===== src/rtl/polyunit_host_seq.sv =====
// Host-side sequencer for the Kyber poly unit: load NCOEF coefficients, pulse run, wait for done, stream results out.
// Optional WAIT watchdog is built when POLYUNIT_HOST_TIMEOUT_EN is defined.
module polyunit_host_seq #(
    parameter int DATWID      = 12,
    parameter int ADDWID      = 7,
    parameter int TIMEOUT_CYC = 4096
) (
    input  logic              clk,
    input  logic              rst,
    input  logic              cmd_valid,
    output logic              cmd_ready,
    input  logic [1:0]        cmd_mode,
    input  logic              s_valid,
    output logic              s_ready,
    input  logic [DATWID-1:0] s_data,
    output logic              m_valid,
    input  logic              m_ready,
    output logic [DATWID-1:0] m_data,
    output logic              m_last,
    output logic [DATWID-1:0] pu_data_in,
    output logic [ADDWID-1:0] pu_add_in,
    output logic              pu_we,
    output logic [ADDWID-1:0] pu_add_out,
    input  logic [DATWID-1:0] pu_data_out,
    output logic [1:0]        pu_mode,
    output logic              pu_run,
    input  logic              pu_done,
    output logic              busy,
    output logic              err
);
    localparam int              CNTW        = ADDWID + 1;
    localparam logic [CNTW-1:0] LAST_IDX    = CNTW'((1 << ADDWID) - 1);
    localparam logic [CNTW-1:0] CNT_ONE     = CNTW'(1);
    localparam logic [1:0]      MODE_DATAIN = 2'd0;

    typedef enum logic [2:0] {
        ST_IDLE,
        ST_LOAD,
        ST_RUN,
        ST_WAIT,
        ST_UNLOAD,
        ST_FIN
    } state_t;

    state_t            state_q;
    logic              cmd_ready_q;
    logic              s_ready_q;
    logic              pu_we_q;
    logic              pu_run_q;
    logic [1:0]        pu_mode_q;
    logic [DATWID-1:0] pu_data_in_q;
    logic [ADDWID-1:0] pu_add_in_q;
    logic [CNTW-1:0]   wr_cnt_q;
    logic [CNTW-1:0]   rd_cnt_q;
    logic [CNTW-1:0]   out_cnt_q;
    logic              inflight_q;
    logic [DATWID-1:0] fifo_mem_q [2];
    logic              fifo_wptr_q;
    logic              fifo_rptr_q;
    logic [1:0]        fifo_cnt_q;

    logic              cmd_fire;
    logic              s_fire;
    logic              m_fire;
    logic              read_issue;
    logic [1:0]        fifo_after_pop;
    logic [1:0]        fifo_cnt_d;

`ifdef POLYUNIT_HOST_TIMEOUT_EN
    localparam int              TMO_W    = $clog2(TIMEOUT_CYC) + 1;
    localparam logic [TMO_W-1:0] TMO_LAST = TMO_W'(TIMEOUT_CYC - 1);
    localparam logic [TMO_W-1:0] TMO_ONE  = TMO_W'(1);

    logic [TMO_W-1:0] tmo_cnt_q;
    logic             err_q;

    assign err = err_q;
`else
    assign err = 1'b0;
`endif

    assign cmd_fire = cmd_valid & cmd_ready_q;
    assign s_fire   = s_valid & s_ready_q;
    assign m_fire   = m_valid & m_ready;

    // Read budget counts the slot freed by a same-cycle pop, which is what lets a
    // 2-entry FIFO plus one outstanding read sustain one beat per cycle.
    assign fifo_after_pop = fifo_cnt_q - {1'b0, m_fire};
    assign fifo_cnt_d     = fifo_cnt_q + {1'b0, inflight_q} - {1'b0, m_fire};
    assign read_issue     = (state_q == ST_UNLOAD) && (rd_cnt_q <= LAST_IDX) &&
                            ((fifo_after_pop + {1'b0, inflight_q}) < 2'd2);

    assign cmd_ready  = cmd_ready_q;
    assign s_ready    = s_ready_q;
    assign m_valid    = (fifo_cnt_q != 2'd0);
    assign m_data     = fifo_mem_q[fifo_rptr_q];
    assign m_last     = m_valid && (out_cnt_q == LAST_IDX);
    assign pu_data_in = pu_data_in_q;
    assign pu_add_in  = pu_add_in_q;
    assign pu_we      = pu_we_q;
    assign pu_add_out = rd_cnt_q[ADDWID-1:0];
    assign pu_mode    = pu_mode_q;
    assign pu_run     = pu_run_q;
    assign busy       = (state_q != ST_IDLE);

    always_ff @(posedge clk) begin
        if (rst) begin
            state_q       <= ST_IDLE;
            cmd_ready_q   <= 1'b0;
            s_ready_q     <= 1'b0;
            pu_we_q       <= 1'b0;
            pu_run_q      <= 1'b0;
            pu_mode_q     <= 2'd0;
            pu_data_in_q  <= '0;
            pu_add_in_q   <= '0;
            wr_cnt_q      <= '0;
            rd_cnt_q      <= '0;
            out_cnt_q     <= '0;
            inflight_q    <= 1'b0;
            fifo_mem_q[0] <= '0;
            fifo_mem_q[1] <= '0;
            fifo_wptr_q   <= 1'b0;
            fifo_rptr_q   <= 1'b0;
            fifo_cnt_q    <= 2'd0;
`ifdef POLYUNIT_HOST_TIMEOUT_EN
            tmo_cnt_q     <= '0;
            err_q         <= 1'b0;
`endif
        end else begin
            pu_we_q  <= 1'b0;
            pu_run_q <= 1'b0;

            // Read pipeline: the core answers one cycle after the address, so the
            // inflight flag marks exactly which cycle's pu_data_out to capture.
            inflight_q <= read_issue;
            if (read_issue) begin
                rd_cnt_q <= rd_cnt_q + CNT_ONE;
            end
            if (inflight_q) begin
                fifo_mem_q[fifo_wptr_q] <= pu_data_out;
                fifo_wptr_q             <= ~fifo_wptr_q;
            end
            if (m_fire) begin
                fifo_rptr_q <= ~fifo_rptr_q;
                out_cnt_q   <= out_cnt_q + CNT_ONE;
            end
            fifo_cnt_q <= fifo_cnt_d;

            case (state_q)
                ST_IDLE: begin
                    if (cmd_fire) begin
                        state_q     <= ST_LOAD;
                        pu_mode_q   <= cmd_mode;
                        wr_cnt_q    <= '0;
                        cmd_ready_q <= 1'b0;
                        s_ready_q   <= 1'b1;
`ifdef POLYUNIT_HOST_TIMEOUT_EN
                        tmo_cnt_q   <= '0;
                        err_q       <= 1'b0;
`endif
                    end else begin
                        cmd_ready_q <= 1'b1;
                    end
                end
                ST_LOAD: begin
                    if (s_fire) begin
                        pu_we_q      <= 1'b1;
                        pu_add_in_q  <= wr_cnt_q[ADDWID-1:0];
                        pu_data_in_q <= s_data;
                        wr_cnt_q     <= wr_cnt_q + CNT_ONE;
                        if (wr_cnt_q == LAST_IDX) begin
                            s_ready_q <= 1'b0;
                            state_q   <= (pu_mode_q == MODE_DATAIN) ? ST_FIN : ST_RUN;
                        end
                    end
                end
                ST_RUN: begin
                    pu_run_q <= 1'b1;
                    state_q  <= ST_WAIT;
                end
                ST_WAIT: begin
                    if (pu_done) begin
                        state_q   <= ST_UNLOAD;
                        rd_cnt_q  <= '0;
                        out_cnt_q <= '0;
                    end
`ifdef POLYUNIT_HOST_TIMEOUT_EN
                    else if (tmo_cnt_q == TMO_LAST) begin
                        state_q <= ST_FIN;
                        err_q   <= 1'b1;
                    end else begin
                        tmo_cnt_q <= tmo_cnt_q + TMO_ONE;
                    end
`endif
                end
                ST_UNLOAD: begin
                    if (m_fire && (out_cnt_q == LAST_IDX)) begin
                        state_q <= ST_FIN;
                    end
                end
                ST_FIN: begin
                    state_q     <= ST_IDLE;
                    cmd_ready_q <= 1'b1;
                end
                default: begin
                    state_q <= ST_IDLE;
                end
            endcase
        end
    end

endmodule


===== config.mk =====
export PLATFORM = sky130hd
export DESIGN_NAME = polyunit_host_seq
export DESIGN_NICKNAME = d
export VERILOG_FILES = /design/src/rtl/polyunit_host_seq.sv
export SDC_FILE = /design/constraint.sdc
export NUM_CORES = 1
export LEC_CHECK = 0
export ABC_AREA = 1
export BUFFER_PORTS_ARGS = -buffer_cell sky130_fd_sc_hd__buf_2
export CORE_MARGIN = 4
export CORE_UTILIZATION = 40
export CTS_CLUSTER_DIAMETER = 40
export DETAILED_ROUTE_END_ITERATION = 7
export GPL_TIMING_DRIVEN = 0
export SKIP_CTS_REPAIR_TIMING = 1
export SYNTH_ARGS = -nofsm -noshare
export SYNTH_HDL_FRONTEND = slang
export SYNTH_SLANG_ARGS = --single-unit

===== constraint.sdc =====
create_clock -name clk -period 1.55 [get_ports clk]
set_input_delay 0.2325 -clock clk [delete_from_list [all_inputs] [get_ports clk]]
set_output_delay 0.2325 -clock clk [all_outputs]
set_load 0.01 [all_outputs]

==> summary.md <==
| Metric | Value |
|---|---|
| DRC Markers | `0` |
| Clk buf depth | `2` |
| Antenna Cells | `0` |
| Fin util | `between 50% and 60%` |
| Syn. warnings | `0` |
| CP max FO | `5` |
| Avg Inst Size Synth | `8.187 sq um` |
| Initial antenna violation count | `0` |
| Post-Place Setup Slack | `-0.7536 ns` |
| Worst reg2reg setup slack | `-0.07 ns` |
| Clock H-tree levels | `3` |
| Power per Cell Area | `roughly 1300 nW/um^2` |
| Rows | `34` |
| 1st-iter DRT viols | `165` |
| Fill count | `830` |
| Mapped Cells | `about 450` |
| Crit end category | `flip-flop` |
| Final GP Congestion | `~0.86` |
| #FFs+latches synth | `between 80 and 90` |
| Area grow syn2layout | `33.38%` |
| # port buffers | `78` |
| Initial Utilization | `a little over two fifths` |
| Via count of the first global-routing pass | `slightly below 3000` |
| Leak Pwr | `roughly 2.2 nW` |
| Die area | `10830 sq um` |
| Yosys top cell by area | `dfxtp_1` |
| Synth cell count leaders | `nor2_1 (99), nand2_1 (66), dfxtp_1 (58)` |
| CP Class | `flip-flop to flip-flop` |
| Worst Hold End | `pu_data_in[10]` |
| Worst hold margin | `~0.10 ns` |
| F_max | `618.8 MHz` |
| Primary FF master, synth | `dfxtp_1` |
| WL per Instance | `about 13 um` |
| Synth cell types | `31` |
| Share of cells above drive strength 1 | `between 30% and 40%` |
| Pins Over Slew Limit | `0` |
| Largest net degree at the start of global routing | `16` |
| First-pass GRT wire length | `~14000 um` |
| Yosys top cell area share | `31.45%` |
| Most common cell in the netlist | `nor2_1` |
| DP Wirelength | `between 5000 and 6000 um` |
| Outcome | `complete, but fails checks` |
| Syn nets | `around 500` |
| Cts bufs inserted | `9` |
| Worst Skew | `roughly 0.0075 ns` |
| Final count of hold timing violations | `0` |
| Die height | `104.1 um` |
| Worst min path class | `primary input to flip-flop` |
| Initial DRT Pass Iterations | `4` |
| R2R depth | `13` |
| Worst-path clk slew | `roughly 0.090 ns` |
| Vias | `between 3000 and 4000` |
| CTS sink cnt | `around 80` |
| Worst EP arrival | `1.90 ns` |
| Area of the multi-input gates | `1732 sq um` |
| Post-route ant nets | `0` |
| Global route overflow | `0` |
| Crit Reg-Reg Endpoint | `rd_cnt_q[4]` |
| Setup Viol. Count Final | `14` |
| CP required | `around 1.8 ns` |
| Die width | `104.1 um` |
| Max VDD drop | `0.9854 mV` |
| FF-to-FF Start | `fifo_cnt_q[0]` |
| Maxcap violations | `0` |
| GRT Total Usage | `15.52%` |
| Failing checks | `negative setup slack` |
| Post-synth ARST share | `0%` |
| Cells taking the most area after synthesis | `dfxtp_1 (31%), edfxtp_1 (20%), nor2_1 (10%)` |
| Post-synth EDFFs | `24` |
| Sequential share of the synthesized area | `about half` |
| CTS tree | `built` |
| Fin crit period | `~1.6 ns` |
| DR vias/cell | `about 4.8` |
| Boundary Pins | `80` |
| Nets | `about 590` |
| Routed WL | `between 8000 and 9000 um` |
| Fin cells | `roughly 670` |
| Period utilisation layout | `104.3%` |
| CTS root buffer | `clkbuf_8` |
| Core area | `between 8000 and 9000 sq um` |
| RSZ-0062 raised after global routing | `yes` |
| Worst-Skew Late Latency | `0.35 ns` |
| Mapped Area | `~3700 sq um` |
| Storage cell area | `between 1500 and 2000 sq um` |
| Min-delay src | `s_data[10]` |
| Placed cells | `~640` |
| Startpoint Class | `flip-flop` |
| Final worst slack | `-0.06593 ns` |
| Hold Path Cell Cnt | `3` |
final cells by class:
cell class                 instances  share of cell area [%]
buffer                            19                   3.074
clock buffer                      10                   2.591
clock inverter                     6                   1.804
inverter                          51                   3.887
multi-input combinational        300                   35.16
sequential                        82                   38.62
tap                              108                   2.744
timing repair buffer              93                   12.12
layer usage:
layer  GRT usage [%]  share of wire, %
met5               0                 0
met4           5.983               1.6
met3           3.600               3.8
met2           24.74                49
met1           20.46                46
power breakdown:
part | internal (mW) | switching, mW
logic | 0.819 | 1.14
clock network | 0.915 | 0.787
registers | 2.41 | 0.184
through the flow:
stage	total power, mW	setup TNS (ns)	area, sq um
2_1_floorplan	3.779	0	3697
3_3_place_gp	4.211	-20.92	4223
3_5_place_dp	4.228	-21.20	4223
4_1_cts	5.943	-13.23	4439
5_1_grt	6.671	-1.906	4925
6_report	6.256	-0.2947	4925
state kept, by name (all words and copies together), names as in the netlist, named ones only:
| name | cells |
|---|---|
| pu_run | 1 |
| pu_add_in | 7 |
| rd_cnt_q | 8 |
| pu_data_in | 12 |
| out_cnt_q | 8 |
| fifo_mem_q | 24 |
| cmd_ready | 1 |
| fifo_rptr_q | 1 |
| fifo_wptr_q | 1 |
| s_ready | 1 |
| state_q | 3 |
| inflight_q | 1 |
| wr_cnt_q | 8 |
| fifo_cnt_q | 2 |
| pu_mode | 2 |
| pu_we | 1 |
placed cells by master (no fill, tap or decap), drive strengths merged, types with 2 or more instances in the layout:
| master | instances |
|---|---|
| buf | 106 |
| nor2 | 104 |
| nand2 | 71 |
| dfxtp | 58 |
| inv | 53 |
| o21ai | 34 |
| a21oi | 26 |
| edfxtp | 24 |
| nand3 | 24 |
| clkbuf | 16 |
| mux2 | 12 |
| nor3 | 7 |
| nand4 | 6 |
| ha | 4 |
| xnor2 | 3 |
| xor2 | 2 |
| bufinv | 2 |
| clkinv | 2 |
critical path: stages, from the launching register on:
cell and delay, ns:
dfxtp_2 0.34, nor2_4 0.14, nor2_4 0.05, buf_6 0.12, nand2_2 0.05, o21ai_2 0.05, ha_2 0.20, inv_2 0.07
nand2_4 0.07, nand2_8 0.14, nand2_8 0.07, o21bai_4 0.11, inv_1 0.05, nor2_1 0.08
cell families (layout without fill, tap and decap cells):
logic type | after synthesis | in the layout | share of synthesized area, %
other cells | 1 | 1 | 0.1016
compound gates | 64 | 64 | 9.353
simple gates | 212 | 214 | 24.67
xor+xnor | 5 | 5 | 1.186
mux | 12 | 12 | 3.660
buf+inv | 71 | 179 | 8.709
flops | 82 | 82 | 50.97
fa+ha+maj | 4 | 4 | 1.356
how the worst max path moves through the flow:
| stage | startpoint | end | slack, ns | depth (start not counted) |
|---|---|---|---|---|
| global placement | rst | fifo_mem_q[0][6] | -0.76 | 5 |
| floorplan | fifo_cnt_q[1] | rd_cnt_q[4] | 0.003 | 12 |
| global route | fifo_cnt_q[0] | rd_cnt_q[4] | -0.19 | 13 |
| CTS | rst | fifo_mem_q[1][1] | -0.37 | 5 |
| detailed placement | rst | fifo_mem_q[1][8] | -0.75 | 5 |
| finish | fifo_cnt_q[0] | rd_cnt_q[4] | -0.07 | 13 |
No activity file was read; power rests on OpenSTA's default activity.
